**config.mk**
```make
export PLATFORM = sky130hd
export DESIGN_NAME = pci_bus_arbiter_flat
export DESIGN_NICKNAME = d
export VERILOG_FILES = /design/src/rtl/pci_pkg.sv /design/src/rtl/pci_bus_arbiter_if.sv /design/src/rtl/pci_rr_select.sv /design/src/rtl/pci_bus_arbiter.sv /design/src/flat_wrapper.sv
export SDC_FILE = /design/constraint.sdc
export NUM_CORES = 1
export LEC_CHECK = 0
export CAP_MARGIN = 25
export CORE_MARGIN = 2
export CORE_UTILIZATION = 31
export CTS_CLUSTER_SIZE = 8
export DETAILED_ROUTE_END_ITERATION = 16
export PLACE_DENSITY_LB_ADDON = 0.25
export SLEW_MARGIN = 20
export SYNTH_ARGS = -nofsm -noshare
export SYNTH_HDL_FRONTEND = slang
export SYNTH_SLANG_ARGS = --single-unit
```
**constraint.sdc**
```tcl
create_clock -name clk -period 2.5 [get_ports clk]
set_clock_uncertainty 0.2 [all_clocks]
set_input_delay 0.5 -clock clk [delete_from_list [all_inputs] [get_ports clk]]
set_output_delay 0.5 -clock clk [all_outputs]
set_load 0.01 [all_outputs]
```
**src/rtl/pci_pkg.sv**
```systemverilog
// -----------------------------------------------------------------------------
// pci_pkg
// Shared definitions for the central PCI arbiter and the device controllers
// that sit beside it on the bus.
//   - arb_state_t : arbiter state encoding (PARK, SWITCH, GRANT, OWNED)
//   - ASSERTED / DEASSERTED : levels of the active-low PCI control lines
//   - owner_t     : device index (2-bit device address space)
//   - onehot()    : device index to a one-hot select vector
// -----------------------------------------------------------------------------
package pci_pkg;

   localparam int OWNER_W     = 2;
   localparam int MAX_MASTERS = 4;

   // All PCI control lines seen by the arbiter are active-low.
   localparam logic ASSERTED   = 1'b0;
   localparam logic DEASSERTED = 1'b1;

   typedef logic [OWNER_W-1:0] owner_t;

   typedef enum logic [1:0] {
      PARK   = 2'd0,  // bus parked on the default master, nobody requesting
      SWITCH = 2'd1,  // one dead cycle with every gnt high
      GRANT  = 2'd2,  // owner granted, its transaction has not started
      OWNED  = 2'd3   // owner is mastering a transaction
   } arb_state_t;

   function automatic logic [MAX_MASTERS-1:0] onehot(owner_t idx);
      logic [MAX_MASTERS-1:0] v;
      v      = '0;
      v[idx] = 1'b1;
      return v;
   endfunction

endpackage

```
**src/rtl/pci_bus_arbiter_if.sv**
```systemverilog
// -----------------------------------------------------------------------------
// pci_bus_arbiter_if
// Arbitration signals between the central arbiter and the device controllers.
//   req         : active-low request, one bit per device (devices drive)
//   frame, irdy : PCI frame / irdy, active-low (observed by the arbiter)
//   gnt         : active-low grants, at most one low (arbiter drives)
//   owner       : index of the device granted or parked (arbiter drives)
//   owner_valid : high while some gnt bit is low (arbiter drives)
// Handshake: a device pulls its req low and holds it until it no longer wants
// the bus; it may start a transaction (frame low) only while its gnt is low
// and the bus was idle (frame and irdy high) on the previous edge.
// Modport master is the arbiter end, modport slave the device end.
// -----------------------------------------------------------------------------
interface pci_bus_arbiter_if
   import pci_pkg::*;
#(
   parameter int N_MASTERS = 4
) ();

   logic [N_MASTERS-1:0] req;
   logic                 frame;
   logic                 irdy;
   logic [N_MASTERS-1:0] gnt;
   owner_t               owner;
   logic                 owner_valid;

   modport master (
      input  req,
      input  frame,
      input  irdy,
      output gnt,
      output owner,
      output owner_valid
   );

   modport slave (
      output req,
      output frame,
      output irdy,
      input  gnt,
      input  owner,
      input  owner_valid
   );

endinterface

```
**src/rtl/pci_rr_select.sv**
```systemverilog
// -----------------------------------------------------------------------------
// pci_rr_select
// Combinational round-robin pick. Scans from (last_owner+1) mod N_MASTERS
// upward with wrap and returns the first device with req asserted (low) that
// is not masked off by exclude.
//   req        : active-low requests, unused upper bits must be high
//   last_owner : device that most recently received a grant
//   exclude    : active-high mask of devices to skip
//   winner     : selected device (holds last_owner when nothing qualifies)
//   any_req    : high when some device qualified
// -----------------------------------------------------------------------------
module pci_rr_select
   import pci_pkg::*;
#(
   parameter int N_MASTERS = 4
) (
   input  logic [MAX_MASTERS-1:0] req,
   input  owner_t                 last_owner,
   input  logic [MAX_MASTERS-1:0] exclude,
   output owner_t                 winner,
   output logic                   any_req
);

   owner_t pos;

   // Walk the scan order backwards so the device closest to last_owner+1
   // is the last to write winner and therefore takes priority.
   always_comb begin
      winner  = last_owner;
      any_req = 1'b0;
      pos     = '0;
      for (int i = N_MASTERS; i >= 1; i--) begin
         pos = owner_t'((int'(last_owner) + i) % N_MASTERS);
         if (req[pos] == ASSERTED && !exclude[pos]) begin
            winner  = pos;
            any_req = 1'b1;
         end
      end
   end

endmodule

```
**src/rtl/pci_bus_arbiter.sv**
```systemverilog
// -----------------------------------------------------------------------------
// pci_bus_arbiter
// Central PCI arbiter: round-robin grants, bus parking on PARK_MASTER, hidden
// arbitration during a running transaction, and revocation of a grant that
// is not used within GNT_TIMEOUT idle-bus cycles.
//   clk   : bus clock, rising edge
//   rst   : asynchronous reset, active-high
//   bus   : arbitration interface (req, frame, irdy in; gnt, owner,
//           owner_valid out), all outputs registered
//   state : current arbiter state, for observation
// Every change of grant passes through SWITCH, a cycle with all gnt high, so
// two gnt bits are never low together.
// -----------------------------------------------------------------------------
module pci_bus_arbiter
   import pci_pkg::*;
#(
   parameter int N_MASTERS   = 4,
   parameter int PARK_MASTER = 0,
   parameter int GNT_TIMEOUT = 16
) (
   input  logic              clk,
   input  logic              rst,
   pci_bus_arbiter_if.master bus,
   output arb_state_t        state
);

   localparam int               CNT_W     = $clog2(GNT_TIMEOUT + 1);
   localparam logic [CNT_W-1:0] CNT_MAX   = CNT_W'(GNT_TIMEOUT);
   localparam owner_t           PARK_IDX  = owner_t'(PARK_MASTER);
   localparam owner_t           LAST_INIT = owner_t'(N_MASTERS - 1);

   arb_state_t           state_q, state_d;
   owner_t               target_q, target_d;   // device to grant after SWITCH
   owner_t               owner_q, owner_d;
   owner_t               last_q, last_d;       // round-robin pointer
   logic [N_MASTERS-1:0] gnt_q, gnt_d;
   logic                 valid_q, valid_d;
   logic [CNT_W-1:0]     cnt_q, cnt_d;
   logic                 prev_idle_q;          // bus was idle at previous edge

   logic [MAX_MASTERS-1:0] req_all;
   logic [MAX_MASTERS-1:0] owner_mask;
   logic [MAX_MASTERS-1:0] issue_vec;
   logic                   bus_idle;
   owner_t                 win_all, win_other;
   logic                   any_all, any_other;
   logic                   do_switch;
   owner_t                 switch_to;

   // Devices beyond N_MASTERS never request.
   always_comb begin
      req_all                = '1;
      req_all[N_MASTERS-1:0] = bus.req;
   end

   assign bus_idle   = (bus.frame == DEASSERTED) && (bus.irdy == DEASSERTED);
   assign owner_mask = onehot(owner_q);
   assign issue_vec  = ~onehot(target_q);

   pci_rr_select #(.N_MASTERS(N_MASTERS)) u_pick_all (
      .req        (req_all),
      .last_owner (last_q),
      .exclude    ('0),
      .winner     (win_all),
      .any_req    (any_all)
   );

   // Same scan with the current owner masked off: used for hidden arbitration
   // and for handing the bus on after a timeout.
   pci_rr_select #(.N_MASTERS(N_MASTERS)) u_pick_other (
      .req        (req_all),
      .last_owner (last_q),
      .exclude    (owner_mask),
      .winner     (win_other),
      .any_req    (any_other)
   );

   always_ff @(posedge clk or posedge rst) begin
      if (rst) begin
         state_q     <= SWITCH;
         target_q    <= PARK_IDX;
         owner_q     <= PARK_IDX;
         last_q      <= LAST_INIT;
         gnt_q       <= '1;
         valid_q     <= 1'b0;
         cnt_q       <= '0;
         prev_idle_q <= 1'b0;  // ignore frame until the bus is seen idle
      end else begin
         state_q     <= state_d;
         target_q    <= target_d;
         owner_q     <= owner_d;
         last_q      <= last_d;
         gnt_q       <= gnt_d;
         valid_q     <= valid_d;
         cnt_q       <= cnt_d;
         prev_idle_q <= bus_idle;
      end
   end

   always_comb begin
      state_d   = state_q;
      target_d  = target_q;
      owner_d   = owner_q;
      last_d    = last_q;
      gnt_d     = gnt_q;
      valid_d   = valid_q;
      cnt_d     = cnt_q;
      do_switch = 1'b0;
      switch_to = PARK_IDX;

      case (state_q)
         PARK: begin
            if (any_all) begin
               if (win_all == PARK_IDX) begin
                  // Parked master already holds gnt: no dead cycle needed.
                  state_d = GRANT;
                  cnt_d   = '0;
               end else begin
                  do_switch = 1'b1;
                  switch_to = win_all;
               end
            end
         end

         SWITCH: begin
            gnt_d   = issue_vec[N_MASTERS-1:0];
            owner_d = target_q;
            valid_d = 1'b1;
            last_d  = target_q;
            if (target_q == PARK_IDX && !any_all) begin
               state_d = PARK;
            end else begin
               state_d = GRANT;
               cnt_d   = '0;
            end
         end

         GRANT: begin
            if (bus.frame == ASSERTED && prev_idle_q) begin
               state_d = OWNED;
            end else if (req_all[owner_q] == DEASSERTED) begin
               do_switch = 1'b1;
               switch_to = any_all ? win_all : PARK_IDX;
            end else if (cnt_q == CNT_MAX) begin
               do_switch = 1'b1;
               switch_to = any_other ? win_other : PARK_IDX;
            end else if (bus_idle) begin
               // Leaving GRANT at CNT_MAX makes this increment saturating.
               cnt_d = cnt_q + 1'b1;
            end
         end

         OWNED: begin
            if (any_other) begin
               // Hidden arbitration: the owner keeps frame and finishes; the
               // next master waits for bus idle before starting.
               do_switch = 1'b1;
               switch_to = win_other;
            end else if (bus_idle) begin
               if (req_all[owner_q] == DEASSERTED) begin
                  do_switch = 1'b1;
                  switch_to = PARK_IDX;
               end else begin
                  state_d = GRANT;
                  cnt_d   = '0;
               end
            end
         end

         default: begin
            do_switch = 1'b1;
            switch_to = PARK_IDX;
         end
      endcase

      if (do_switch) begin
         state_d  = SWITCH;
         target_d = switch_to;
         owner_d  = switch_to;
         gnt_d    = '1;
         valid_d  = 1'b0;
      end
   end

   assign bus.gnt         = gnt_q;
   assign bus.owner       = owner_q;
   assign bus.owner_valid = valid_q;
   assign state           = state_q;

endmodule

```
**src/flat_wrapper.sv**
```systemverilog
// flat-port wrapper written by rule: the top's interface ports become plain ports
module pci_bus_arbiter_flat import pci_pkg::*;
#(
   parameter int N_MASTERS   = 4,
   parameter int PARK_MASTER = 0,
   parameter int GNT_TIMEOUT = 16
)
  (clk, rst, state, bus_req, bus_frame, bus_irdy, bus_gnt, bus_owner, bus_owner_valid);
  pci_bus_arbiter_if #(.N_MASTERS(N_MASTERS)) bus_i ();
  input  logic clk;
  input  logic rst;
  output arb_state_t state;
  input wire logic [$bits(bus_i.req)-1:0] bus_req;
  input wire logic [$bits(bus_i.frame)-1:0] bus_frame;
  input wire logic [$bits(bus_i.irdy)-1:0] bus_irdy;
  output wire logic [$bits(bus_i.gnt)-1:0] bus_gnt;
  output wire logic [$bits(bus_i.owner)-1:0] bus_owner;
  output wire logic [$bits(bus_i.owner_valid)-1:0] bus_owner_valid;
  assign bus_i.req = bus_req;
  assign bus_i.frame = bus_frame;
  assign bus_i.irdy = bus_irdy;
  assign bus_gnt = bus_i.gnt;
  assign bus_owner = bus_i.owner;
  assign bus_owner_valid = bus_i.owner_valid;
  pci_bus_arbiter #(.N_MASTERS(N_MASTERS), .PARK_MASTER(PARK_MASTER), .GNT_TIMEOUT(GNT_TIMEOUT)) u_core (.clk(clk), .rst(rst), .bus(bus_i), .state(state));
endmodule
```
After elaboration in Yosys (flattened, before gate mapping):

Index checks and enable logic that the tools add are counted.

* add/sub/neg operators: 5
* $lt $le $gt $ge: 8
* eq/ne operators: 20
* muxes and demuxes: 89
* bitwise logic cells: 6
* reductions and logical operators: 28

Operators with widths (number)
* two-way mux 2 bit: 25
* two-way mux 5 bit: 10
* two-way mux 1 bit: 33
* binary-select mux 1 bit (select 2 bit): 13
* one-hot mux 5 bit (4 select lines): 1
* less-than comparator 2 x 3 -> 1 bit, second input constant: 6
* logical AND 1 bit: 13
* inequality test 2 bit, second input constant: 6
* inequality test 3 x 1 -> 1 bit, second input constant: 4
* AND reduction 10 bit: 1
* zero test 1 bit: 9
* two-way mux 4 bit: 2
* inequality test 2 x 1 -> 1 bit, second input constant: 4
* one-hot mux 2 bit (4 select lines): 1
* zero test 2 bit: 3
* one-hot mux 2 bit (3 select lines): 1
* AND reduction 6 bit: 1
* adder 5 x 1 -> 5 bit, second input constant: 1
* == test 5 bit, second input constant: 1
* NOT 1 bit: 5
* adder 2 x 1 -> 2 bit, second input constant: 2
* adder 2 bit, second input constant: 2
* demux 1 bit (select 2 bit): 2
* == test 2 bit, second input constant: 2
* 7 further kinds: 8

* register bits: 19
* input bits: 8
* output and inout bits: 9

Logic depth before layout (Yosys ltp):

* word-level depth: 18
* gate-level depth with buffers: 10
* gate-level depth less buffers: 8

Cells and area by module:

A second synthesis with hierarchy kept.

* cell total of the unflattened synthesis: 162
* area total of the unflattened synthesis: 1488.9 um^2

By module, submodules not included
* pci_bus_arbiter: instances 1, cells each 130, area each 1286.2 um^2, seq. area each 484.2 um^2
* pci_rr_select: instances 2, cells each 16, area each 101.3 um^2, seq. area each 0.0 um^2

Least setup slack after synthesis:

OpenSTA, ideal clock, no wires.

* path kind: input-to-reg
* from: input port bus_req[2]
* to: register u_core.cnt_q[3]
* library setup time: 122 ps
* data arrival time: 2051 ps
* data required time: 2178 ps
* setup slack: 127 ps
* stages on the path: 7
* path buffers: 1
* cell sequence: buf_2 mux4_2 o31ai_2 and2_1 and4_1 o211ai_1 a32o_1

* cells in the longest elaborated chain, start to end: 12
* elaborated cells between the ends (all ways): 44

Ends and longest elaborated chain
* start, declared: line flat_wrapper.sv:13 `input wire logic [$bits(bus_i.req)-1:0] bus_req;`
* binary-select mux 1 bit (select 2 bit): line pci_rr_select.sv:34 `if (req[pos] == ASSERTED && !exclude[pos]) begin`
* two-way mux 1 bit (implied by the code): line pci_rr_select.sv:34
* NOT 1 bit: line pci_rr_select.sv:34
* logical AND 1 bit: line pci_rr_select.sv:34
* two-way mux 1 bit (4 in series): line pci_rr_select.sv:34
* zero test 1 bit: line pci_bus_arbiter.sv:130 `if (target_q == PARK_IDX && !any_all) begin`
* logical AND 1 bit: line pci_bus_arbiter.sv:130
* inequality test 2 bit (no line)
* AND reduction 10 bit (no line) (*)
* end signal, assigned: line pci_bus_arbiter.sv:95 `cnt_q <= cnt_d;`
* end, declared: line pci_bus_arbiter.sv:38 `logic [CNT_W-1:0] cnt_q, cnt_d;`

Every way passes the cells marked *; elsewhere a longest branch is shown, timed or not. The select of a mux whose other input is x is not followed.
A chain may end at the register's enable or synchronous reset.

Final worst setup path:

* from: input port bus_req[3]
* to: register u_core.target_q[1]

* cells in the longest elaborated chain, start to end: 13
* elaborated cells between the ends (all ways): 55

Ends and longest elaborated chain
* binary-select mux 1 bit (select 2 bit): line pci_rr_select.sv:34
* two-way mux 1 bit (implied by the code): line pci_rr_select.sv:34
* NOT 1 bit: line pci_rr_select.sv:34
* logical AND 1 bit: line pci_rr_select.sv:34
* two-way mux 2 bit or two-way mux 1 bit (tied branches) (4 in series): line pci_rr_select.sv:34
* two-way mux 2 bit: line pci_bus_arbiter.sv:154 `if (any_other) begin`
* two-way mux 2 bit: line pci_bus_arbiter.sv:144 `end else if (cnt_q == CNT_MAX) begin`
* two-way mux 2 bit: line pci_bus_arbiter.sv:141 `end else if (req_all[owner_q] == DEASSERTED) begin`
* two-way mux 2 bit: line pci_bus_arbiter.sv:139 `if (bus.frame == ASSERTED && prev_idle_q) begin`
* one-hot mux 2 bit (3 select lines): line pci_bus_arbiter.sv:111 `case (state_q)`
* end signal, assigned: line pci_bus_arbiter.sv:90 `target_q <= target_d;`
* end, declared: line pci_bus_arbiter.sv:33 `owner_t target_q, target_d;`

Several ways; a longest one is shown, not always the timed one. The select of a mux whose other input is x is not followed.

==> flow_summary_export.csv <==
group,metric,value,unit
sta,max_freq,0.4174,GHz
logic_synthesis,ys_seq_area_share,28.00,%
worst_setup_path,critical_path.max_stage_delay,590,ps
worst_setup_path,worstSetupEndpointType,"flop",
job,cap_violations,0,
place,post_dp_cell_area,2171,um2
global_routing,track_usage,14.16,%
clocking,root_buffer,"clkbuf_8",
sta,timing.final.crit_share,95.83,%
place,post-place-ws,-357.0,ps
finish,layout.nets,241,
pwr,p_leak,0.9609,nW
clocking,clock_path_buffers,2,
place,port_buffers,16,
global_routing,overflow,0,
floorplanning,die_y,78.69,um
pwr,max-vdd-ir-drop,0.4808,mV
logic_synthesis,synth_top_flop_cell,"dfrtp_1",
drt,drt-initial-drc-count,104,
drt,antenna_left,0,
global_routing,antenna_found_initial,0,
floorplanning,io_pins,17,
drt,drc_errors,0,
run_status,status,"finished, final reports clean",
finish,drive_gt1_share,30.53,%
floorplanning,die-area,6191,um2
sta,slew_headroom,69.35,%
sta,min_period,2396,ps
floorplanning,core-area,5439,um2
sta,holdWs,322.8,ps
worst_setup_path,cp_cell_sequence,"dlygate4sd2_1 -> mux4_2 -> o41ai_2 -> nand2_1 -> a31oi_1 -> mux2i_1 -> a2bb2oi_1",
global_routing,first_global_vias,1554,
drt,wirelength,4169,um
clocking,htree_num_levels,1,
logic_synthesis,synth_top_family_by_area,"compound AO/OA/AOI/OAI gates",
logic_synthesis,synth_edf_count,0,
sta,tightest_slew,457.7,ps
worst_setup_path,slowest_stage,"mux4_2",
place,placed_cells,292,
global_routing,grt_use_met3,0.8046,%
worst_hold_path,hold_path.class,"reg2reg",
logic_synthesis,synth-adder-area-share,4.342,%
logic_synthesis,synth-xor-area-share,1.954,%
sta,setup_viol,0,
logic_synthesis,yosys.area_share.simple,17.87,%
logic_synthesis,synth_seq_cells,19,
logic_synthesis,synthArstFlopShare,100.0,%
drt,dr.pass1.iters,4,
global_routing,grt_use_met2,22.05,%
finish,stdcell_area,2263,um2
finish,stdcell_count,298,
drt,post_drt_wl_per_cell,13.99,um
global_routing,grt_pass1_wl,7079,um
worst_setup_path,path_class,"in2reg",
floorplanning,initial_utilization,31.79,%
place,dp_hpwl,3211,um
clocking,clkLatencyLatePin,260,ps
logic_synthesis,yosysUniqueCellTypes,64,
logic_synthesis,synthCells,183,
place,gp_congestion,0.8452,
worst_setup_path,critical_path_required,2490,ps
logic_synthesis,postSynthAreaPerCell,9.449,um2
global_routing,groute.layer.met1.usage,20.01,%
sta,slew_violations,0,
logic_synthesis,syn_nets,197,
clocking,numCtsBuffers,3,
worst_setup_path,arrival,2380,ps
clocking,cts_tree,"yes",
pwr,power_density,1365,nW/um2
logic_synthesis,synth_area,1729,um2
finish,diodes,0,
worst_setup_path,path_max_fanout,5,
logic_synthesis,synth_compound_area_share,33.72,%
global_routing,grt_start_max_net_pins,20,
clocking,clk_pin_slew,70,ps
clocking,clock-sinks,19,
floorplanning,fp-row-count,27,
logic_synthesis,yosysWarnings,0,
sta,setup_slack,104.3,ps
finish,area_growth,30.90,%
floorplanning,die_x,78.69,um
finish,fillCellCount,536,
global_routing,top_usage_layer,"met2",
logic_synthesis,synth.mux.area_fraction,5.716,%
drt,vias_per_cell,5.144,
sta,setup_tns,0,ps
worst_setup_path,startpoint_type,"input port",
sta,hold_viol_final,0,
drt,vias,1533,
## layout make-up
class                   instances  area [um2]  area share, %
clock buffers                   3       41.29          1.824
clock inverters                 1       5.005         0.2211
inverters                      15       56.30          2.488
multi-input cells             136        1124          49.64
flip-flops and latches         19       485.5          21.45
well taps                      72       90.09          3.980
repair buffers                 52       461.7          20.40
## state kept, by name, summed over array words and instances, names as in the netlist
name                    flops
u_core.bus.gnt              4
u_core.bus.owner            2
u_core.bus.owner_valid      1
u_core.cnt_q                5
u_core.last_q               2
u_core.prev_idle_q          1
u_core.state                2
u_core.target_q             2
## worst paths after layout
check,from,end,slack (ps),depth (start not counted)
worst min register to register,u_core.bus.owner_valid$_DFFE_PP0P_,u_core.bus.owner_valid$_DFFE_PP0P_,320,1
worst min-delay path,u_core.bus.owner_valid$_DFFE_PP0P_,u_core.bus.owner_valid$_DFFE_PP0P_,320,1
min in group asynchronous,rst,u_core.state[1]$_DFFE_PP0P_,350,3
worst max-delay path,bus_req[3],u_core.target_q[1]$_DFFE_PP0P_,100,7
max in group asynchronous,rst,u_core.last_q[1]$_DFFE_PP1P_,1480,3
worst max register to register,u_core.last_q[0]$_DFFE_PP1P_,u_core.cnt_q[2]$_DFFE_PP0P_,120,7
## power breakdown
part / internal, mW / switching (mW)
combinational: 1.15 / 1.10
clock: 0.111 / 0.109
sequential: 0.472 / 0.149
total: 1.73 / 1.36
## critical path, delay by kind of cell
family	cells	cell delay [ps]
AO/OA/AOI/OAI	3	780
buffers and inverters	1	250
multiplexers	2	740
AND/OR/NAND/NOR	1	100
## cells in the mapped netlist (2+ instances only)
cell | instances | area (um2)
ha_1 | 6 | 75.07
a32o_1 | 4 | 40.04
o32a_1 | 5 | 50.05
or3_1 | 2 | 12.51
a221o_1 | 2 | 20.02
nand2_1 | 18 | 67.56
dfstp_2 | 7 | 183.9
nand2b_1 | 3 | 18.77
nand3_1 | 2 | 10.01
nor2b_1 | 3 | 18.77
and2_1 | 3 | 18.77
buf_2 | 5 | 25.02
and3_1 | 2 | 12.51
clkbuf_1 | 3 | 11.26
nor2_1 | 9 | 33.78
a221oi_2 | 2 | 30.03
a21o_1 | 2 | 15.01
a21oi_1 | 7 | 35.03
o21ai_0 | 4 | 20.02
a2bb2oi_1 | 3 | 26.28
a31o_1 | 2 | 17.52
nor3_1 | 2 | 10.01
dfrtp_1 | 12 | 300.3
mux2i_1 | 5 | 50.05
nand3b_1 | 2 | 15.01
a31oi_1 | 9 | 56.30
inv_1 | 15 | 56.30
o211ai_1 | 5 | 37.54
buf_6 | 4 | 45.04
## cell usage in the layout (no fill, tap or decap), types with 3 or more instances in the layout
cell type	n
inv_1	15
clkdlybuf4s50_1	12
dfrtp_1	11
a32o_1	4
nand2_1	18
nand2b_1	3
buf_4	31
nor2b_1	3
dfstp_2	7
a2bb2oi_1	3
mux2i_1	5
o32a_1	5
a21oi_1	7
dlygate4sd2_1	4
ha_1	6
a31oi_1	9
o21ai_0	3
o211ai_1	5
nor2_1	9
and2_1	3
buf_6	3
clkbuf_8	3
## logic make-up after synthesis
kind of cell / Yosys count
AO/OA/AOI/OAI: 64
XOR/XNOR: 3
adder cells (fa/ha/maj): 6
buffers and inverters: 28
flip-flops: 19
multiplexers: 7
AND/OR/NAND/NOR: 56
## metrics by stage
stage | util [%] | total power [mW]
finish | 41.61 | 3.090
global placement | 39.91 | 2.795
CTS | 40.76 | 3.008
global route | 41.61 | 3.338
detailed placement | 39.91 | 2.775
floorplan | - | 2.087
## layer usage
metal | wire length, um | vias to the layer above | share of wire, %
li1 | - | 777 | -
met1 | 2108 | 724 | 51
met2 | 1852 | 25 | 44
met3 | 105 | 7 | 2.5
met4 | 103 | 0 | 2.5
met5 | 0 | - | 0
## repair_timing
action	CTS	global route
hold endpoints to repair	0	0
resized for setup	6	7
setup endpoints to repair	14	9
hold buffers	0	0
buffers inserted	0	3
pin swaps	1	4
Note: power is estimated with default switching activity, not from simulation.
